### src/rtl/apb_pkg.sv
// Shared types and defaults for the APB requester: FSM state encoding and
// command/response record layouts at the default bus widths.
package apb_pkg;

  localparam int DEF_ADDR_W = 32;
  localparam int DEF_DATA_W = 32;

  typedef enum logic [1:0] {
    IDLE   = 2'd0,
    SETUP  = 2'd1,
    ACCESS = 2'd2,
    RESP   = 2'd3
  } apb_state_e;

  typedef struct packed {
    logic                  write;
    logic [DEF_ADDR_W-1:0] addr;
    logic [DEF_DATA_W-1:0] wdata;
  } apb_cmd_t;

  typedef struct packed {
    logic [DEF_DATA_W-1:0] rdata;
    logic                  error;
    logic                  timeout;
  } apb_rsp_t;

endpackage

### src/rtl/apb_master.sv
// APB requester: one outstanding command becomes a SETUP/ACCESS transfer whose
// result is held as a response until consumed; optional pready timeout.
module apb_master
  import apb_pkg::*;
#(
  parameter int ADDR_W  = DEF_ADDR_W,
  parameter int DATA_W  = DEF_DATA_W,
  parameter int TIMEOUT = 16
) (
  input  logic              pclk,
  input  logic              preset,
  input  logic              cmd_valid,
  output logic              cmd_ready,
  input  logic              cmd_write,
  input  logic [ADDR_W-1:0] cmd_addr,
  input  logic [DATA_W-1:0] cmd_wdata,
  output logic              rsp_valid,
  input  logic              rsp_ready,
  output logic [DATA_W-1:0] rsp_rdata,
  output logic              rsp_error,
  output logic              rsp_timeout,
  output logic [ADDR_W-1:0] paddr,
  output logic [DATA_W-1:0] pwdata,
  output logic              pwrite,
  output logic              pselx,
  output logic              penable,
  input  logic [DATA_W-1:0] prdata,
  input  logic              pready,
  input  logic              pslave_error
);

  // A disabled timeout still gets a 1-bit counter so the width is never zero.
  localparam int TW = (TIMEOUT > 0) ? $clog2(TIMEOUT + 1) : 1;
  localparam logic [TW-1:0] CNT_LAST = TW'(TIMEOUT - 1);
  localparam logic [TW-1:0] CNT_MAX  = {TW{1'b1}};

  apb_state_e        state_q;
  logic [TW-1:0]     cnt_q;
  logic              cmd_ready_q;
  logic              rsp_valid_q;
  logic [DATA_W-1:0] rsp_rdata_q;
  logic              rsp_error_q;
  logic              rsp_timeout_q;
  logic [ADDR_W-1:0] paddr_q;
  logic [DATA_W-1:0] pwdata_q;
  logic              pwrite_q;
  logic              pselx_q;
  logic              penable_q;
  logic              timeout_hit;

  assign timeout_hit = (TIMEOUT != 0) && (cnt_q == CNT_LAST);

  always_ff @(posedge pclk or posedge preset) begin
    if (preset) begin
      state_q       <= IDLE;
      cnt_q         <= '0;
      cmd_ready_q   <= 1'b1;
      rsp_valid_q   <= 1'b0;
      rsp_rdata_q   <= '0;
      rsp_error_q   <= 1'b0;
      rsp_timeout_q <= 1'b0;
      paddr_q       <= '0;
      pwdata_q      <= '0;
      pwrite_q      <= 1'b0;
      pselx_q       <= 1'b0;
      penable_q     <= 1'b0;
    end else begin
      case (state_q)
        IDLE: begin
          if (cmd_valid) begin
            paddr_q     <= cmd_addr;
            pwrite_q    <= cmd_write;
            pwdata_q    <= cmd_write ? cmd_wdata : '0;
            pselx_q     <= 1'b1;
            cmd_ready_q <= 1'b0;
            cnt_q       <= '0;
            state_q     <= SETUP;
          end
        end
        SETUP: begin
          penable_q <= 1'b1;
          state_q   <= ACCESS;
        end
        ACCESS: begin
          // pready is tested first so a same-cycle timeout yields a normal response.
          if (pready) begin
            rsp_rdata_q   <= pwrite_q ? '0 : prdata;
            rsp_error_q   <= pslave_error;
            rsp_timeout_q <= 1'b0;
            rsp_valid_q   <= 1'b1;
            pselx_q       <= 1'b0;
            penable_q     <= 1'b0;
            state_q       <= RESP;
          end else if (timeout_hit) begin
            rsp_rdata_q   <= '0;
            rsp_error_q   <= 1'b1;
            rsp_timeout_q <= 1'b1;
            rsp_valid_q   <= 1'b1;
            pselx_q       <= 1'b0;
            penable_q     <= 1'b0;
            state_q       <= RESP;
          end else if (cnt_q != CNT_MAX) begin
            cnt_q <= cnt_q + 1'b1;
          end
        end
        RESP: begin
          if (rsp_ready) begin
            rsp_valid_q <= 1'b0;
            cmd_ready_q <= 1'b1;
            state_q     <= IDLE;
          end
        end
        default: state_q <= IDLE;
      endcase
    end
  end

  assign cmd_ready   = cmd_ready_q;
  assign rsp_valid   = rsp_valid_q;
  assign rsp_rdata   = rsp_rdata_q;
  assign rsp_error   = rsp_error_q;
  assign rsp_timeout = rsp_timeout_q;
  assign paddr       = paddr_q;
  assign pwdata      = pwdata_q;
  assign pwrite      = pwrite_q;
  assign pselx       = pselx_q;
  assign penable     = penable_q;

endmodule

### config.mk
export PLATFORM = sky130hd
export DESIGN_NAME = apb_master
export DESIGN_NICKNAME = d
export VERILOG_FILES = /design/src/rtl/apb_pkg.sv /design/src/rtl/apb_master.sv
export SDC_FILE = /design/constraint.sdc
export NUM_CORES = 1
export LEC_CHECK = 0
export ABC_AREA = 1
export CAP_MARGIN = 20
export CORE_MARGIN = 1
export CORE_UTILIZATION = 42
export CTS_CLUSTER_DIAMETER = 40
export CTS_CLUSTER_SIZE = 24
export DETAILED_ROUTE_END_ITERATION = 12
export GPL_TIMING_DRIVEN = 0
export PLACE_DENSITY = 0.81
export RECOVER_POWER = 100
export SLEW_MARGIN = 0
export SYNTH_ARGS = -nofsm -noshare
export SYNTH_HDL_FRONTEND = slang
export SYNTH_SLANG_ARGS = --single-unit
### constraint.sdc
create_clock -name pclk -period 4 [get_ports pclk]
set_input_delay 0.8 -clock pclk [delete_from_list [all_inputs] [get_ports pclk]]
set_output_delay 0.8 -clock pclk [all_outputs]
set_load 0.03 [all_outputs]
==> flow_summary.toml <==
[pwr]
internal_power_mw = 2.95
clkPwrFrac = 0.125
p_seq_frac = 0.343
p_leak_nw = 3.58
p_comb_frac = 0.532
switching_share = 0.457
ir_drop_mv = 0.389
power_switching_mw = 2.48
powerDensity_mw_per_mm2 = 778

[cts]
cts_setup_buffers = 0
clockBufferDepth = 2
root_buffer = "clkbuf_8"
numCtsBuffers = 9
clock_latency_ns = 0.37
cts_resized = 0
cts_sinks = 110
hold_buffers = 0
clk_pin_slew_ns = 0.10
cts_htree_levels = 3
tritoncts = "built"

[sta]
setup_viol = 0
setup_ws_ns = 1.53
clock_skew_ns = 0.00635
worst_slew_pin_slew_ns = 1.76
relSlewSlack = -0.177
hold_viol_final = 0
drv_slew = 38
timing.fmax_ghz = 0.405
layout_min_cycle_time_ns = 2.47
rsz0062_at_grt = "no"
period_share = 0.617

[grt]
gr-max-usage-layer = "met2"
grt_pass1_vias = 4213
met2_usage = 0.372
grt_use_met3 = 0.0693
met1_usage = 0.270
grt.total_usage = 0.224
grt_max_degree = 74
antenna_found_initial = 0
grt_pass1_wl_um = 20000
grt-ovfl-total = 0

[setup_path]
cp_top_family = "buffers and inverters"
reg2reg_from = "cnt_q[0]"
rr_worst_depth = 10
cpPeakStageDelay_ns = 0.74
crit_start = "cmd_ready"
worstPathCellList = "dlygate4sd3_1"
required_ns = 3.20
cp-start-kind = "flop"
critical_path_arrival_ns = 1.67
cp.buffers_inverters = 1
slowest_stage = "dlygate4sd3_1"
cp_max_fo = 3
reg2reg_to = "rsp_rdata[2]"
path_class = "reg -> out"
cp_num_cells = 1
endpoint = "cmd_ready"
end_kind = "output port"
reg2reg_slack_ns = 1.66

[job]
cap_violations = 1

[status]
outcome = "finished, violations left"
violations = "max-capacitance violations, max-slew violations"

[route]
drc = 0
drt_pass1_iterations = 6
ant_nets = 0
vias = 4151
drt_iter0_markers = 224
drt-total-wl_um = 12400
wire_per_inst_um = 14.2
routed_via_density = 4.75

[floorplan]
num_io_pins = 206
start_util = 0.440
die-area_sq_mm = 0.0114
num_rows = 37
die_w_um = 107
die_height_um = 107
core_area_sq_mm = 0.0105

[synthesis]
syn_inst = 516
ys_ff_latch = 110
seq_area_frac_synth = 0.598
synth_cell_type_count = 25
syn_area_sq_mm = 0.00460
avgSynthCellArea_sq_um = 8.92
yosys_warnings = 0
synth_fp_nets = 627

[cells_and_area]
nets = 843
nFillCells = 852
final_cell_mix = "260 x nand2_1, 109 x dfrtp_1, 105 x dlygate4sd3_1"
n_antenna_cell = 0
final_common_cell = "nand2_1"
finalInstanceArea_sq_mm = 0.00699
drive_above_1_share = 0.0556
areaGrowthSynthToFinish_pct = 51.8

[placement]
io_buffers = 204
placed_area_sq_mm = 0.00685
globalplace.congestion = 0.814
place_ws_ns = 1.87
place.detailed.hpwl_um = 9390

[min_path]
hold_class = "reg -> reg"
-- registers in the layout, indices dropped and copies added, names as in the netlist --
signal and flops:
cmd_ready 1, rsp_error 1, rsp_rdata 32, cnt_q 5, pselx 1, rsp_timeout 1
rsp_valid 1, pwdata 32, penable 1, state_q 2, paddr 32, pwrite 1
-- power by group through the flow --
stage          sequential (mW)  clock (mW)  combinational [mW]
2_1_floorplan             2.82           0               0.836
6_report                  1.86       0.680                2.89
4_1_cts                   1.89       0.701                3.12
3_5_place_dp              1.90           0                3.12
3_3_place_gp              1.88           0                3.05
5_1_grt                   1.92       0.745                3.12
-- layer usage --
layer | routed length [um] | share of wire
met4 | 245 | 0.020
met5 | 0 | 0
met2 | 5960 | 0.48
met1 | 5160 | 0.41
met3 | 1070 | 0.086
-- cell usage after synthesis --
| library cell | count | share of area |
|---|---|---|
| nor2_4 | 2 | 0.0049 |
| inv_4 | 1 | 0.0014 |
| nand2_4 | 2 | 0.0049 |
| nand3_2 | 1 | 0.0022 |
| nand2_2 | 4 | 0.0054 |
| buf_6 | 6 | 0.015 |
| inv_2 | 1 | 0.00081 |
| nand4_1 | 1 | 0.0014 |
| nor2_1 | 6 | 0.0049 |
| dfstp_2 | 1 | 0.0057 |
| buf_4 | 6 | 0.0098 |
| inv_1 | 18 | 0.015 |
| nand2_1 | 257 | 0.21 |
| nor3b_1 | 1 | 0.0016 |
| o21ai_1 | 1 | 0.0011 |
| ha_1 | 8 | 0.022 |
| buf_2 | 12 | 0.013 |
| o21ai_0 | 36 | 0.039 |
| nand2_8 | 1 | 0.0043 |
| clkbuf_1 | 3 | 0.0024 |
| nand3b_1 | 1 | 0.0016 |
| a21oi_1 | 1 | 0.0011 |
| dfrtp_1 | 109 | 0.59 |
| nand3_1 | 36 | 0.039 |
| o22a_1 | 1 | 0.0019 |
-- layout make-up --
| class | count | area (sq um) | area share |
|---|---|---|---|
| clock buffer | 10 | 138 | 0.0197 |
| sequential | 110 | 2750 | 0.394 |
| buffer | 27 | 154 | 0.0220 |
| timing repair buffer | 205 | 2070 | 0.296 |
| inverter | 20 | 77.6 | 0.0111 |
| tap | 136 | 170 | 0.0244 |
| multi-input combinational | 359 | 1560 | 0.224 |
| clock inverter | 6 | 61.3 | 0.00878 |
-- per-stage QoR --
stage / power, mW / instances / utilization / hold WS (ns) / setup TNS, ns
after floorplan: 3.65 / 516 / - / 0.471 / 0
after global placement: 4.93 / 856 / 0.651 / 0.452 / -131.13
after detailed placement: 5.01 / 857 / 0.654 / 0.458 / 0
after CTS: 5.71 / 873 / 0.673 / 0.483 / 0
after global routing: 5.78 / 873 / 0.668 / 0.506 / 0
final: 5.44 / 873 / 0.668 / 0.475 / 0
-- worst min path at each step --
stage	end	start	depth (start not counted)
6_report	rsp_rdata[12]	rsp_rdata[12]	2
5_1_grt	rsp_rdata[23]	rsp_rdata[23]	2
4_1_cts	rsp_rdata[8]	rsp_rdata[8]	2
3_5_place_dp	rsp_rdata[8]	rsp_rdata[8]	2
3_3_place_gp	rsp_rdata[7]	rsp_rdata[7]	2
2_1_floorplan	cnt_q[3]	cnt_q[3]	2
-- cell families after synthesis --
family / after synthesis / share of synthesized area
DFF: 110 / 0.598
buffers and inverters: 47 / 0.0568
adders and majority gates: 8 / 0.0217
and+or+nand+nor: 312 / 0.280
AOI/OAI and AO/OA: 39 / 0.0432
Note: power is estimated with default switching activity, not from simulation.
